**src/rtl/program_sequencer_pkg.sv**
```systemverilog
// rtl/program_sequencer_pkg.sv - shared types and sizing helpers for the program sequencer
package program_sequencer_pkg;

    typedef enum logic {
        RUN  = 1'b0,
        WAIT = 1'b1
    } seq_state_t;

    // Stack pointer must represent 0..depth inclusive
    function automatic int sp_width(input int depth);
        return $clog2(depth + 1);
    endfunction

    // Wait counter must hold the load value; keep at least one bit when no wait states are used
    function automatic int cnt_width(input int wait_states);
        return (wait_states < 1) ? 1 : $clog2(wait_states + 1);
    endfunction

endpackage

```
**src/rtl/program_sequencer_ws_return_stack.sv**
```systemverilog
// rtl/program_sequencer_ws_return_stack.sv - LIFO holding call return addresses
module return_stack #(
    parameter int ADDR_W = 8,
    parameter int DEPTH  = 4,
    parameter int SP_W   = 3
) (
    input  logic              clk,
    input  logic              sync_reset,
    input  logic              push,
    input  logic              pop,
    input  logic [ADDR_W-1:0] push_data,
    output logic [ADDR_W-1:0] top,
    output logic              full,
    output logic              empty,
    output logic [SP_W-1:0]   count
);

    logic [ADDR_W-1:0] mem_q [DEPTH];
    logic [SP_W-1:0]   count_q;
    logic [SP_W-1:0]   count_d;

    assign full  = (count_q == SP_W'(DEPTH));
    assign empty = (count_q == '0);
    assign count = count_q;

    // Occupancy update; a push into a full stack or a pop from an empty one is dropped
    always_comb begin
        count_d = count_q;
        if (push && !full) begin
            count_d = count_q + SP_W'(1);
        end else if (pop && !empty) begin
            count_d = count_q - SP_W'(1);
        end
    end

    // Only the pointer is reset; entry contents are meaningless once the pointer is cleared
    always_ff @(posedge clk) begin
        if (sync_reset) begin
            count_q <= '0;
        end else begin
            count_q <= count_d;
        end
    end

    // Write the new entry into the slot just above the current top
    always_ff @(posedge clk) begin
        for (int i = 0; i < DEPTH; i++) begin
            if (push && !full && !sync_reset && (count_q == SP_W'(i))) begin
                mem_q[i] <= push_data;
            end
        end
    end

    // Top-of-stack read; reads as zero when empty so debug visibility is clean
    always_comb begin
        top = '0;
        for (int i = 0; i < DEPTH; i++) begin
            if (count_q == SP_W'(i + 1)) begin
                top = mem_q[i];
            end
        end
    end

endmodule

```
**src/rtl/program_sequencer_ws.sv**
```systemverilog
// rtl/program_sequencer_ws.sv - program sequencer with return stack and wait-state engine
module program_sequencer_ws
    import program_sequencer_pkg::*;
#(
    parameter int                ADDR_W      = 8,
    parameter int                STACK_DEPTH = 4,
    parameter int                WAIT_STATES = 1,
    parameter logic [ADDR_W-1:0] RESET_ADDR  = '0,
    localparam int               SP_W        = sp_width(STACK_DEPTH)
) (
    input  logic              clk,
    input  logic              sync_reset,
    input  logic              jump,
    input  logic              conditional_jump,
    input  logic              dont_jump_flag,
    input  logic              call,
    input  logic              ret,
    input  logic [ADDR_W-1:0] jump_addr,
    output logic [ADDR_W-1:0] pm_address,
    output logic [ADDR_W-1:0] pc,
    output logic              stall,
    output logic [SP_W-1:0]   sp,
    output logic [ADDR_W-1:0] from_PS,
    output logic              stack_overflow,
    output logic              stack_underflow
);

    localparam int               CNT_W     = cnt_width(WAIT_STATES);
    localparam logic [CNT_W-1:0] WAIT_LOAD = CNT_W'(WAIT_STATES);

    seq_state_t        state_q, state_d;
    logic [CNT_W-1:0]  cnt_q, cnt_d;
    logic [ADDR_W-1:0] pc_q, pc_d;
    logic              ovf_q, ovf_d;
    logic              unf_q, unf_d;
    logic [ADDR_W-1:0] pc_inc;
    logic [ADDR_W-1:0] next_addr;
    logic              run;
    logic              do_ret;
    logic              do_call;
    logic              stk_push;
    logic              stk_pop;
    logic              stk_full;
    logic              stk_empty;
    logic [ADDR_W-1:0] stk_top;
    logic [SP_W-1:0]   stk_count;

    assign run    = (state_q == RUN);
    assign pc_inc = pc_q + ADDR_W'(1);

    // Strobe decode: ret outranks call, and strobes only count in a RUN slot outside reset
    always_comb begin
        do_ret   = run && ret && !sync_reset;
        do_call  = run && call && !ret && !sync_reset;
        stk_pop  = do_ret && !stk_empty;
        stk_push = do_call && !stk_full;
    end

    // Address selection by priority: reset, ret, call/jump/taken conditional, sequential
    always_comb begin
        next_addr = pc_inc;
        if (sync_reset) begin
            next_addr = RESET_ADDR;
        end else if (ret) begin
            next_addr = stk_empty ? pc_inc : stk_top;
        end else if (call || jump || (conditional_jump && !dont_jump_flag)) begin
            next_addr = jump_addr;
        end
    end

    return_stack #(
        .ADDR_W (ADDR_W),
        .DEPTH  (STACK_DEPTH),
        .SP_W   (SP_W)
    ) u_stack (
        .clk        (clk),
        .sync_reset (sync_reset),
        .push       (stk_push),
        .pop        (stk_pop),
        .push_data  (pc_inc),
        .top        (stk_top),
        .full       (stk_full),
        .empty      (stk_empty),
        .count      (stk_count)
    );

    // State register: fetch FSM, program counter and sticky fault flags
    always_ff @(posedge clk) begin
        if (sync_reset) begin
            state_q <= RUN;
            cnt_q   <= '0;
            pc_q    <= RESET_ADDR;
            ovf_q   <= 1'b0;
            unf_q   <= 1'b0;
        end else begin
            state_q <= state_d;
            cnt_q   <= cnt_d;
            pc_q    <= pc_d;
            ovf_q   <= ovf_d;
            unf_q   <= unf_d;
        end
    end

    // Next state: RUN advances the pc and opens a wait window; WAIT counts it down
    always_comb begin
        state_d = state_q;
        cnt_d   = cnt_q;
        pc_d    = pc_q;
        ovf_d   = ovf_q;
        unf_d   = unf_q;
        case (state_q)
            RUN: begin
                pc_d = next_addr;
                if (do_ret && stk_empty) begin
                    unf_d = 1'b1;
                end
                if (do_call && stk_full) begin
                    ovf_d = 1'b1;
                end
                if (WAIT_STATES > 0) begin
                    state_d = WAIT;
                    cnt_d   = WAIT_LOAD;
                end
            end
            WAIT: begin
                cnt_d = cnt_q - CNT_W'(1);
                if (cnt_q == CNT_W'(1)) begin
                    state_d = RUN;
                end
            end
            default: begin
                state_d = RUN;
            end
        endcase
    end

    // Outputs: hold the fetch address while the ROM access is in progress
    always_comb begin
        stall      = !run;
        pm_address = pc_q;
        if (run || sync_reset) begin
            pm_address = next_addr;
        end
    end

    assign pc              = pc_q;
    assign sp              = stk_count;
    assign from_PS         = stk_top;
    assign stack_overflow  = ovf_q;
    assign stack_underflow = unf_q;

endmodule

```
**config.mk**
```make
export PLATFORM = sky130hd
export DESIGN_NAME = program_sequencer_ws
export DESIGN_NICKNAME = d
export VERILOG_FILES = /design/src/rtl/program_sequencer_pkg.sv /design/src/rtl/program_sequencer_ws_return_stack.sv /design/src/rtl/program_sequencer_ws.sv
export SDC_FILE = /design/constraint.sdc
export NUM_CORES = 1
export LEC_CHECK = 0
export CELL_PAD_IN_SITES_DETAIL_PLACEMENT = 0
export CELL_PAD_IN_SITES_GLOBAL_PLACEMENT = 1
export CORE_ASPECT_RATIO = 1.1
export CORE_MARGIN = 2
export CORE_UTILIZATION = 40
export CTS_BUF_LIST = sky130_fd_sc_hd__clkbuf_4 sky130_fd_sc_hd__clkbuf_8 sky130_fd_sc_hd__clkbuf_16
export CTS_CLUSTER_DIAMETER = 30
export DETAILED_ROUTE_END_ITERATION = 10
export HOLD_SLACK_MARGIN = 0.05
export PLACE_DENSITY_LB_ADDON = 0.1
export SETUP_SLACK_MARGIN = 0.05
export SYNTH_ARGS = -nofsm -noshare
export SYNTH_HDL_FRONTEND = slang
export SYNTH_SLANG_ARGS = --single-unit
export TNS_END_PERCENT = 20
```
**constraint.sdc**
```tcl
create_clock -name clk -period 2.3 [get_ports clk]
set_clock_uncertainty 0.1 [all_clocks]
set_input_delay 0.345 -clock clk [delete_from_list [all_inputs] [get_ports clk]]
set_output_delay 0.345 -clock clk [all_outputs]
set_load 0.01 [all_outputs]
```
Word level (Yosys, flattened, before mapping)
Memories as Yosys holds them, arrays and structs flattened. Index checks and enable logic that the tools add are counted.

Add/subtract/negate cells: 4. Equality and inequality tests: 4. Mux-type cells: 31. Bitwise gates (word level): 1. Reduce and logical (&&, ||, !) cells: 32.

Operator list (number): 8-bit 2-to-1 mux (12); 8-bit OR reduction (3); 1-bit logical AND (17); 1-bit 2-to-1 mux (12); 8-bit by 1-bit adder with 8-bit output (second input constant) (1); 3-bit by 2-bit == test with 1-bit output (second input constant) (2); 2-bit 2-to-1 mux (3); 3-bit 2-to-1 mux (2); 1-bit logical NOT (5); 1-bit case mux with 2 select lines (2); 2-bit AND reduction (2); 3-bit by 1-bit adder with 3-bit output (second input constant) (1); 3-bit by 1-bit == test with 1-bit output (second input constant) (1); 3-bit == test (second input constant) (1); 3-bit logical NOT (1); 1-bit logical OR (3); 3-bit by 1-bit subtractor with 3-bit output (second input constant) (1); 2-bit nonzero test (1); 1-bit inverter (1); 1-bit subtractor (second input constant) (1).

Register bits after elaboration: 15. Bits in writable memories: 32. Output and inout port bits: 30. Memories: 1.

Memories: u_stack.mem_q (words 4, bits a word 8, rd ports 4, clocked after Yosys merged registers in 0, write ports 1, RTL line program_sequencer_ws_return_stack.sv:18) `logic [ADDR_W-1:0] mem_q [DEPTH];`.

Logic depth before layout (Yosys ltp)
Gate-level depths: netlist of the first run.

Word-level depth: 14. Depth in mapped cells: 8. Gate-level depth less buffers: 7.

Cells and area by module
From an unflattened synthesis of the first run, not the netlist that was laid out.

Cell total of the unflattened synthesis: 229. Area, all modules: 2479.9 um2.

Modules (own cells, without submodules): return_stack (instances 1, cells an instance 116, area each 1569.0 um2, seq. area each 1021.0 um2); program_sequencer_ws (instances 1, cells an instance 113, area each 910.9 um2, seq. area each 220.2 um2).

Worst setup path before layout of the first run
OpenSTA, ideal clock, no wires.

Path kind: register to output. Start point: reg u_stack.count_q[2], in the netlist u_stack.count[2]. End point: out pm_address[7]. Arrival time: 2.177 ns. Data required time: 1.855 ns. Setup slack: -0.322 ns. Stages on the path, launching flop included: 9. Buffers on the path: 1. Cell sequence: dfxtp_1 -> buf_6 -> inv_1 -> ha_1 -> nor4b_4 -> a22oi_1 -> a31oi_2 -> nor4b_1 -> nor4_1.

Word-level cells in the longest chain between the ends: 9. Elaborated cells between the ends (all ways): 13.

RTL lines: start, declared (RTL line program_sequencer_ws_return_stack.sv:19) `logic [SP_W-1:0] count_q;`; start signal, assigned (RTL line program_sequencer_ws_return_stack.sv:41) `count_q <= count_d;`; 3-bit by 1-bit == test with 1-bit output (RTL line program_sequencer_ws_return_stack.sv:58) `if (count_q == SP_W'(i + 1)) begin`; 8-bit 2-to-1 mux (3 in series) (RTL line program_sequencer_ws_return_stack.sv:58); 8-bit 2-to-1 mux * (RTL line program_sequencer_ws_return_stack.sv:58); named net from_PS[7] (RTL line program_sequencer_ws.sv:23) `output logic [ADDR_W-1:0] from_PS,`; 8-bit 2-to-1 mux * (RTL line program_sequencer_ws.sv:65) `next_addr = stk_empty ? pc_inc : stk_top;`; 8-bit 2-to-1 mux * (RTL line program_sequencer_ws.sv:64) `end else if (ret) begin`; 8-bit 2-to-1 mux * (RTL line program_sequencer_ws.sv:62) `if (sync_reset) begin`; 8-bit 2-to-1 mux * (RTL line program_sequencer_ws.sv:141) `if (run || sync_reset) begin`; end, declared (RTL line program_sequencer_ws.sv:19) `output logic [ADDR_W-1:0] pm_address,`.

The timed path passes the listed nets; every way through them passes the cells marked *.

Worst setup path after layout of the first run
Start point: reg u_stack.count_q[1], in the netlist u_stack.count[1]. End point: out pm_address[6].

Word-level cells in the longest chain between the ends: 9. Elaborated cells between the ends (all ways): 13.

RTL lines (RTL line): 3-bit by 1-bit == test with 1-bit output (program_sequencer_ws_return_stack.sv:58); 8-bit 2-to-1 mux (4 in series) (program_sequencer_ws_return_stack.sv:58); 8-bit 2-to-1 mux * (program_sequencer_ws.sv:65); 8-bit 2-to-1 mux * (program_sequencer_ws.sv:64); 8-bit 2-to-1 mux * (program_sequencer_ws.sv:62); 8-bit 2-to-1 mux * (program_sequencer_ws.sv:141).

Every way passes the cells marked *; elsewhere a longest branch is shown, timed or not.

==> results.md, run 1 <==
- Metal2 WL: 3550 um
- N_diodes: 0
- Global-route wire length before repair: 11700 um
- Post-route DRC: 0
- Final Instance Area: 3840 sq um
- IO buf count: 44
- Avg Inst Size Synth: 10.9 sq um
- Async SR Flop Fraction: 0%
- Final setup viols: 14
- Share of cells above drive strength 1: 45.1%
- Crit-path max cell delay: 0.37 ns
- Status: finished, violations left
- Crit path required time: 1.86 ns
- R2R Path End: u_stack.count[2]
- VDD IR max: around 260 uV
- Wire per inst: about 17 um
- Die H: 84.8 um
- R2r worst-path depth: 10
- Distinct cells, synth: 52
- DR vias/cell: 5.20
- Io pins: 45
- Pwr Density: 556 nW/um^2
- Top layer used by detailed routing: met4
- Vias in the first global route: approximately 2300
- Clock buffer depth: 2
- CTS buffer count: 5
- Max cap viols: 0
- Wl on met1: 3290 um
- Post-DP Area: 3550 sq um
- Routed Antenna Nets: 0
- Clock root cell: clkbuf_8
- Core Box Area: ~5700 sq um
- WP buf/inv: 3
- Hold_sp: stack_underflow
- Final hold violations: 0
- Clk_lat worst skew: roughly 0.30 ns
- CP Capture Type: primary output
- Synthesized cell area: 2370 sq um
- Critical path depth: 9
- Routed via count: ~2200
- Pre-antenna DRT Iters: 4
- Post-synthesis sequential area ratio: 52.3%
- Post-synth EDFFs: 32
- Hold Path Sink: stack_underflow
- Die area: 6560 sq um
- Initial Util: 41.4%
- Final #Nets: 376
- DR iter-0 viols: 137
- Leakage: 1.55 nW
- Die width: between 70 and 80 um
- Synthesized instance count: ~220
- Minimum clock period: roughly 2.7 ns
- Final WS setup: -0.352 ns
- Crit share post-route: 115%
- Least-Margin Pin Slew: ~0.31 ns
- DR WL met3: just under 300 um
- Syn Nets: 240
- Crit path max-delay family: buffers and inverters
- Area Growth Syn to Fin: 61.9%
- Min-delay worst type: flop to flop
- Ys Warns: 0
- Main flop type after synthesis: edfxtp_1
- Most frequent cells in the layout: buf_4 (84), edfxtp_1 (32), clkdlybuf4s50_1 (28)
- Final Max Slew Viols: 0
- Power Total: 0.00213 W
- Initial antenna violation count: 0
- Unrepaired setup endpoints after global routing: yes
- TritonCTS clock tree: built
- Hold buffers post-CTS: 0
- Slew headroom: 79.6%
- CTS Sinks: 46
- Setup TNS: -3.23 ns
- CTS clk-pin slew, worst paths: about 0.080 ns
- FMAX: 0.377 GHz
- CP Class: flop to primary output
- Gr usage total: 23.4%
- CP max stage cell: dfxtp_4
- H-tree depth: 2
- Type of element launching the critical path: flop
- Row count: 29
- Largest net degree at the start of global routing: 15
- Seq cells post-synth: 46
- CP max FO: 4
- GP Congestion: 0.842
- CP cell instances: buf_6, ha_4, nor4b_4, buf_4, a22oi_2, a31oi_2, mux2i_1, o211ai_1, buf_2
- Wirelength, routed: 7230 um
- R2r setup slk: 0.19 ns
- Reg-to-reg startpoint: u_stack.count[1]
- Crit path DAT: about 2.2 ns
- Most common cell after layout, fill and taps aside: buf_4
- Failing checks: negative setup slack
- GRT overflow: 0
- Post-DP HPWL: 5480 um
- Worst hold path depth: 2
-- Yosys cell counts, types with 6 or more instances --
cell type | instances | area (sq um)
nor2_1 | 21 | 78.8
nand3_1 | 6 | 30.0
a31oi_1 | 6 | 37.5
a22oi_1 | 7 | 52.6
a21oi_1 | 13 | 65.1
nor3_1 | 6 | 30.0
dfxtp_1 | 14 | 280
o21ai_0 | 9 | 45.0
ha_1 | 7 | 87.6
inv_1 | 7 | 26.3
edfxtp_1 | 32 | 961
nand2_1 | 21 | 78.8
-- cell families after synthesis --
group / after synthesis / share of synthesized area [%]
xor gates and xnor gates: 6 / 2.53
muxes: 4 / 1.79
adders and majority gates: 7 / 3.69
AOI/OAI and AO/OA: 62 / 18.7
buffers and inverters: 13 / 2.85
DFF: 46 / 52.3
and+or+nand+nor: 80 / 18.1
-- repair_timing --
action,in CTS,in global routing
gates resized for setup,90,16
setup endpoints to repair,30,25
setup buffers,7,0
pin swaps,23,4
-- metrics by stage --
| stage | hold WS, ns | setup WS, ns | utilization [%] | cells |
|---|---|---|---|---|
| 3_5_place_dp | 0.366 | -0.535 | 62.0 | 417 |
| 6_report | 0.387 | -0.352 | 67.0 | 432 |
| 5_1_grt | 0.428 | -0.456 | 67.0 | 432 |
| 4_1_cts | 0.398 | -0.369 | 66.3 | 432 |
| 3_3_place_gp | 0.359 | -0.550 | 62.0 | 417 |
| 2_1_floorplan | 0.365 | -0.0643 | - | 218 |
-- power breakdown --
group	internal [W]	leakage, nW	total, W	switching [W]
Clock	0.000227	0.0486	0.000499	0.000272
Sequential	0.000926	0.410	0.000955	0.0000289
Combinational	0.000368	1.09	0.000680	0.000312
Total	0.00152	1.55	0.00213	0.000613
-- state kept, by name, indices dropped and copies added (netlist names) --
register and count:
u_stack.mem_q 32, u_stack.count 3, stack_overflow 1, stack_underflow 1
stall 1, pc 8
-- how the worst max path moves through the flow --
| stage | endpoint | slack [ns] | from |
|---|---|---|---|
| final | pm_address[6] | -0.35 | u_stack.count[1] |
| after global routing | pm_address[6] | -0.46 | u_stack.count[1] |
| after CTS | pm_address[6] | -0.37 | u_stack.count[1] |
| after detailed placement | pm_address[7] | -0.53 | u_stack.count[0] |
| after global placement | pm_address[3] | -0.55 | ret |
| after floorplan | pm_address[7] | -0.06 | u_stack.count[2] |
-- routing by layer --
layer  global-route usage, %  vias up
met2                    40.0       60
met3                    3.76        8
met4                    6.17        0
li1                        -     1104
met1                    30.9     1073
met5                       0        -
-- layout make-up --
class	count	area [sq um]
Inverter	7	28.8
Sequential cell	46	1250
Fill cell	501	1890
Timing Repair Buffer	135	1120
Clock buffer	6	76.3
Multi-Input combinational cell	159	1260
Tap cell	77	96.3
Clock inverter	2	13.8
-- tightest hold or removal path: cells and delay by family (launching register included) --
kind | cells | cell delay, ns
AOI/OAI and AO/OA | 1 | 0.04
DFF | 1 | 0.34
and+or+nand+nor | 1 | 0.07
(Power assumes the default switching activity.)
==> inputs of run 2 (changes only) <==
--- a/config.mk
+++ b/config.mk
@@ -9,8 +9,8 @@
 export CELL_PAD_IN_SITES_GLOBAL_PLACEMENT = 1
 export CORE_ASPECT_RATIO = 1.1
 export CORE_MARGIN = 2
-export CORE_UTILIZATION = 40
-export CTS_BUF_LIST = sky130_fd_sc_hd__clkbuf_4 sky130_fd_sc_hd__clkbuf_8 sky130_fd_sc_hd__clkbuf_16
+export CORE_UTILIZATION = 42
+export CTS_BUF_LIST = sky130_fd_sc_hd__clkbuf_2 sky130_fd_sc_hd__clkbuf_4 sky130_fd_sc_hd__clkbuf_8
 export CTS_CLUSTER_DIAMETER = 30
 export DETAILED_ROUTE_END_ITERATION = 10
 export HOLD_SLACK_MARGIN = 0.05
==> constraint.sdc (replaced) <==
create_clock -name clk -period 3 [get_ports clk]
set_clock_uncertainty 0.1 [all_clocks]
set_input_delay 0.45 -clock clk [delete_from_list [all_inputs] [get_ports clk]]
set_output_delay 0.45 -clock clk [all_outputs]
set_load 0.01 [all_outputs]
==> run 2 against run 1 <==
The run now ends clean. Cell count decreased by 9.5%. Register-to-register slack improved by 0.60 ns. Combinational power decreased by 36%. Non-clock buffer count decreased by 39. Largest power group unchanged.
==> results.md, run 2 (synthesis gave the netlist of run 1 again) <==
- Seq pwr share: 44.7% (about the same)
- Most common cell after layout, fill and taps aside: buf_4
- Largest net degree at the start of global routing: 15 (unchanged)
- Final Hold Slack: 0.391 ns (+0.00382 ns)
- Wirelength, routed: 6760 um (-6.4%)
- CTS Sinks: 46 (unchanged)
- Switching share of power: 27.5% (-1.2 points)
- Gr usage total: 23.0% (-0.40 points)
- Crit path DAT: 2.41 ns (+0.20 ns)
- CP Class: flop to primary output
- Routed via count: 2104 (-6.3%)
- Crit path required time: 2.45 ns (+0.59 ns)
- Cell Int Power: 0.00119 W (-22%)
- Vias in the first global route: 2080 (-11%)
- TritonCTS clock tree: built
- Logic pwr share: 26.7% (-5.2 points)
- Least-Margin Pin Slew: 0.527 ns (+0.222 ns)
- Most frequent cells in the layout: buf_4 (52), edfxtp_1 (32), clkdlybuf4s50_1 (31)
- Crit-path max cell delay: 0.52 ns (+0.15 ns)
- DR vias/cell: 5.38 (+3.5%)
- Psw: 0.000451 W (-26%)
- Slew headroom: 64.6% (-15 points)
- Die width: 75.7 um (-2.3%)
- CTS buffer count: 5 (unchanged)
- Post-layout util: 64.0% (-3.0 points)
- Max FFs per register: 32 (unchanged)
- FMAX: 0.337 GHz
- Layout fillers: 456 (-9.0%)
- Clk_lat worst skew: 0.30 ns (about the same)
- Wire per inst: 17.3 um (+3.4%)
- Clock root cell: clkbuf_8
- Final hold violations: 0 (unchanged)
- Area Growth Syn to Fin: 46.5%
- Post-route DRC: 0 (unchanged)
- Max cap viols: 0 (unchanged)
- CP cell instances: ha_2, ha_4, nor4b_4, buf_4, a22oi_1, a31oi_2, buf_4, clkdlybuf4s50_1
- CTS clk-pin slew, worst paths: 0.09 ns (about the same)
- Crit share post-route: between 90% and 100%
- Die H: 82.8 um (-2.3%)
- VDD IR max: 233 uV (-12%)
- Minimum clock period: 2.96 ns
- Min-delay worst type: flop to flop
- Most frequent CP cell: buf_4
- Final #Nets: 337 (-10%)
- IO buf count: 44 (unchanged)
- CP max stage cell: clkdlybuf4s50_1
- Status: completed
- Clock buffer depth: 2 (unchanged)
- Leakage: 1.39 nW (-10%)
- Initial antenna violation count: 0 (unchanged)
- H-tree depth: 2 (unchanged)
- Final Max Slew Viols: 0 (unchanged)
- Final setup viols: 0 (-14)
- Share of cells above drive strength 1: 29.4% (-16 points)
- Row count: 28 (-3.4%)
- Core Box Area: 5430 sq um (-5.3%)
- Routed Antenna Nets: 0 (unchanged)
- GP Congestion: 0.858 (+1.8%)
- GRT overflow: 0 (unchanged)
- Io pins: 45 (unchanged)
- Pwr Density: 472 nW/um^2 (-15%)
- Post-DP HPWL: 5060 um (-7.8%)
- N_diodes: 0 (unchanged)
- Initial Util: 43.7% (+2.3 points)
- Pre-antenna DRT Iters: 4 (unchanged)
- CP Capture Type: primary output
- Largest Register: u_stack.mem_q
- Unrepaired setup endpoints after global routing: yes
- Setup TNS: 0 ns (+3.23 ns)
- Die area: 6270 sq um (-4.5%)
- DR iter-0 viols: 185 (+35%)
- Global-route wire length before repair: 10800 um (-7.6%)
- CP max FO: 4 (unchanged)
- Clock network power share: 28.6% (+5.2 points)
- Type of element launching the critical path: flop
## run 2: cell types whose count changed in the layout (fill, tap and decap cells not counted), moves of 4 or more
cell / change
buf_2: -7
buf_6: -9
a22oi_1: +4
dlygate4sd2_1: +5
a22oi_2: -4
o21ai_0: +4
buf_4: -32
dlymetal6s2s_1: +4
## run 2: worst paths after layout
kind | start | end | slack [ns] | cells past startpoint
setup / recovery | u_stack.count[1] | from_PS[7] | 0.04 | 8
hold / removal | stack_overflow | stack_overflow | 0.39 | 2
setup reg to reg | u_stack.count[1] | u_stack.count[2] | 0.79 | 9
hold reg to reg | stack_overflow | stack_overflow | 0.39 | 2
## run 2: metal layers
metal,global-route usage [%],vias up,share of wire [%]
met5,0,-,0
met4,6.38,0,1.4
met3,3.52,8,5.1
met2,35.0,71,48
met1,33.7,998,45
li1,-,1027,-
## run 2: worst max-delay path, delay by kind of cell (launching register included)
kind / cells / cell delay [ns]
adders and majority gates: 2 / 0.37
DFF: 1 / 0.35
AOI/OAI and AO/OA: 2 / 0.33
buffers and inverters: 3 / 0.84
and+or+nand+nor: 1 / 0.24
## run 2: power by group through the flow
stage          sequential (W)  combinational, W  clock, W
2_1_floorplan        0.000756          0.000184         0
3_3_place_gp         0.000745          0.000417         0
3_5_place_dp         0.000746          0.000419         0
4_1_cts              0.000732          0.000434  0.000477
5_1_grt              0.000736          0.000472  0.000503
6_report             0.000733          0.000438  0.000470
## run 2: metrics by stage
stage | total power, W | setup slack (ns) | instance area [sq um] | cells
after global placement | 0.00116 | -0.0144 | 3230 | 378
final | 0.00164 | 0.0351 | 3480 | 391
after CTS | 0.00164 | -0.0648 | 3430 | 389
after floorplan | 0.000940 | 0.273 | 2370 | 218
after global routing | 0.00171 | -0.0874 | 3480 | 391
after detailed placement | 0.00116 | -0.000782 | 3230 | 378
## run 2: what timing repair did
item	in CTS	in global routing
endpoints found under the setup margin	14	11
pin swaps	5	2
hold buffers	0	0
buffers inserted	3	2
resized for setup	33	10
## run 2: cell type report
cell class	count	area [sq um]	area share (%)
timing repair buffer	96	833	24.0
inverter	7	26.3	0.756
clock inverter	2	37.5	1.08
tap	75	93.8	2.70
sequential	46	1240	35.8
clock buffer	6	76.3	2.20
multi-input combinational	159	1160	33.5
==> inputs of run 3 (changes only) <==
--- a/config.mk
+++ b/config.mk
@@ -9,7 +9,7 @@
 export CELL_PAD_IN_SITES_GLOBAL_PLACEMENT = 1
 export CORE_ASPECT_RATIO = 1.1
 export CORE_MARGIN = 2
-export CORE_UTILIZATION = 42
+export CORE_UTILIZATION = 38
 export CTS_BUF_LIST = sky130_fd_sc_hd__clkbuf_2 sky130_fd_sc_hd__clkbuf_4 sky130_fd_sc_hd__clkbuf_8
 export CTS_CLUSTER_DIAMETER = 30
 export DETAILED_ROUTE_END_ITERATION = 10
==> constraint.sdc (replaced) <==
create_clock -name clk -period 2.6 [get_ports clk]
set_clock_uncertainty 0.1 [all_clocks]
set_input_delay 0.39 -clock clk [delete_from_list [all_inputs] [get_ports clk]]
set_output_delay 0.39 -clock clk [all_outputs]
set_load 0.01 [all_outputs]
==> run 3 against run 2 <==
The run now ends with negative setup slack left. Cell count increased by 9.2%. Setup slack lost 0.17 ns. Cell area is 7.1% higher. Combinational power increased by 30%. Count of clock-buffer cells in the layout is 1 lower. Via count is 4.6% higher. Die area increased by 10%. Sequential power rose by 16%. Critical path type unchanged. Largest cell class unchanged. Largest power group unchanged.
==> results.md, run 3 (synthesis gave the netlist of run 1 again) <==
- Hold Path Sink: stack_overflow
- TritonCTS clock tree: built
- CTS Sinks: 46 (unchanged)
- N_diodes: 0 (unchanged)
- Crit share post-route: 105%
- Io pins: 45 (unchanged)
- WP buf/inv: 4 (+1)
- Worst hold path depth: 2 (unchanged)
- Crit path required time: 2.11 ns (-0.34 ns)
- Clk_lat worst skew: 0.30 ns (about the same)
- Routed Antenna Nets: 0 (unchanged)
- Type of element launching the critical path: flop
- Post-Place Cells: 408 (+7.9%)
- Most common cell after layout, fill and taps aside: buf_4
- Crit path DAT: 2.25 ns (-0.16 ns)
- R2R Path End: u_stack.count[2]
- Setup TNS: -0.604 ns (-0.604 ns)
- Final Instance Count excl. Fillers: 427 (+9.2%)
- Row count: 30 (+7.1%)
- Post-DP HPWL: 5240 um (+3.5%)
- Post-layout util: 60.8% (-3.2 points)
- Global-route wire length before repair: 10600 um (-2.4%)
- Largest net degree at the start of global routing: 16 (+1)
- Unrepaired setup endpoints after global routing: yes
- Area Growth Syn to Fin: 56.9%
- FMAX: 0.366 GHz
- CTS clk-pin slew, worst paths: 0.08 ns (about the same)
- Failing checks: negative setup slack
- CP max stage cell: dfxtp_4
- Final Instance Area: 3720 sq um (+7.1%)
- Initial antenna violation count: 0 (unchanged)
- R2r worst-path depth: 12 (+3)
- Crit-path max cell delay: 0.37 ns (-0.15 ns)
- Largest Register: u_stack.mem_q
- CP max FO: 4 (unchanged)
- Routed via count: 2200 (+4.6%)
- GRT overflow: 0 (unchanged)
- Gr usage total: 20.5% (-2.5 points)
- CP Class: flop to primary output
- Post-DP Area: 3430 sq um (+6.2%)
- Clock buffer depth: 2 (unchanged)
- Initial Util: 38.8% (-4.9 points)
- R2r setup slk: 0.39 ns (-0.40 ns)
- Core Box Area: 6120 sq um (+13%)
- Die area: 6890 sq um (+10%)
- Final WS setup: -0.135 ns (-0.170 ns)
- GP Congestion: 0.777 (-9.4%)
- Reg-to-reg startpoint: u_stack.count[1]
- VDD IR max: 239 uV (+2.6%)
- DR vias/cell: 5.15 (-4.3%)
- Wirelength, routed: 6780 um (+0.27%)
- Share of cells above drive strength 1: 41.2% (+12 points)
- Vias in the first global route: 2034 (-2.2%)
- Critical path depth: 10 (+2)
- Pwr Density: 525 nW/um^2 (+11%)
- CP Capture Type: primary output
- Leakage: 1.48 nW (+6.6%)
- Final Max Slew Viols: 0 (unchanged)
- Least-Margin Pin Slew: 0.493 ns (-0.0336 ns)
- Die width: 79.3 um (+4.9%)
- CP cell instances: ha_4, ha_4, nor4b_4, buf_4, buf_6, a22oi_2, a31oi_1, buf_4, a221o_1, buf_2
- Wire per inst: 15.9 um (-8.2%)
- Clock root cell: clkbuf_8
- DR iter-0 viols: 132 (-29%)
- Max cap viols: 0 (unchanged)
- Max FFs per register: 32 (unchanged)
- Crit path max-delay family: buffers and inverters
- Minimum clock period: 2.74 ns
- Final setup viols: 8 (+8)
- CTS buffer count: 5 (unchanged)
- Pre-antenna DRT Iters: 4 (unchanged)
- Die H: 86.9 um (+4.9%)
- Post-route DRC: 0 (unchanged)
- Slew headroom: 66.9% (+2.3 points)
- H-tree depth: 2 (unchanged)
- Min-delay worst type: flop to flop
- Most frequent cells in the layout: buf_4 (78), edfxtp_1 (32), clkdlybuf4s50_1 (28)
- Final #Nets: 368 (+9.2%)
- Final hold violations: 0 (unchanged)
- Hold_sp: stack_overflow
- IO buf count: 44 (unchanged)
- Status: finished, violations left
==> run 3: changes by cell type in the layout (fill, tap and decap cells not counted), moves of 3 or more <==
cell | before | now
a22oi_1 | 5 | 2
a22oi_2 | 2 | 5
a31oi_2 | 4 | 1
buf_2 | 2 | 8
buf_4 | 52 | 78
buf_6 | 0 | 9
clkbuf_2 | 0 | 3
clkdlybuf4s50_1 | 31 | 28
dlygate4sd2_1 | 6 | 0
dlymetal6s2s_1 | 4 | 0
==> run 3: routing by layer <==
| layer | vias to the layer above | global-route usage (%) | routed length, um | part of all wire, % |
|---|---|---|---|---|
| li1 | 1086 | - | - | - |
| met1 | 1039 | 28.2 | 3090 | 46 |
| met2 | 71 | 33.6 | 3210 | 47 |
| met3 | 4 | 3.73 | 438 | 6.5 |
| met4 | 0 | 5.17 | 34 | 0.50 |
| met5 | - | 0 | 0 | 0 |
==> run 3: cell type report <==
class | count | area, sq um
inverters | 7 | 26.3
clock buffers | 5 | 68.8
clock inverters | 3 | 43.8
multi-input cells | 159 | 1190
repair buffers | 127 | 1040
fillers | 503 | 2400
well taps | 80 | 100
flip-flops and latches | 46 | 1250
==> run 3: report_power, final <==
| group | total [W] | internal (W) | leakage, nW | switching (W) |
|---|---|---|---|---|
| Combinational | 0.000568 | 0.000307 | 1.02 | 0.000261 |
| Sequential | 0.000848 | 0.000820 | 0.409 | 0.0000277 |
| Clock | 0.000539 | 0.000288 | 0.0585 | 0.000251 |
| Total | 0.00196 | 0.00142 | 1.48 | 0.000540 |
==> run 3: through the flow <==
step / power [W] / worst slack, ns / hold slack [ns]
after floorplan: 0.00109 / 0.0966 / 0.405
after global placement: 0.00138 / -0.307 / 0.359
after detailed placement: 0.00138 / -0.320 / 0.370
after CTS: 0.00195 / -0.194 / 0.396
after global routing: 0.00204 / -0.251 / 0.446
final: 0.00196 / -0.135 / 0.388
==> run 3: how the worst max path moves through the flow <==
stage	start	to	slack, ns
floorplan	u_stack.count[2]	pm_address[5]	0.1
global placement	ret	pm_address[3]	-0.31
detailed placement	u_stack.count[0]	pm_address[5]	-0.32
CTS	u_stack.count[1]	pm_address[4]	-0.19
global route	u_stack.count[1]	pm_address[4]	-0.25
finish	u_stack.count[0]	pm_address[3]	-0.14
==> run 3: timing repair <==
item | CTS | global route
pin swaps | 9 | 6
setup endpoints to repair | 16 | 16
buffers inserted | 10 | 2
resized for setup | 70 | 26
hold buffers | 0 | 0
==> run 3: worst reg2reg max path: cells and delay by family (launching register included) <==
| family | cells | cell delay [ns] |
|---|---|---|
| buffers and inverters | 6 | 0.71 |
| AOI/OAI and AO/OA | 2 | 0.39 |
| and+or+nand+nor | 3 | 0.36 |
| DFF | 1 | 0.35 |
| adders and majority gates | 1 | 0.17 |
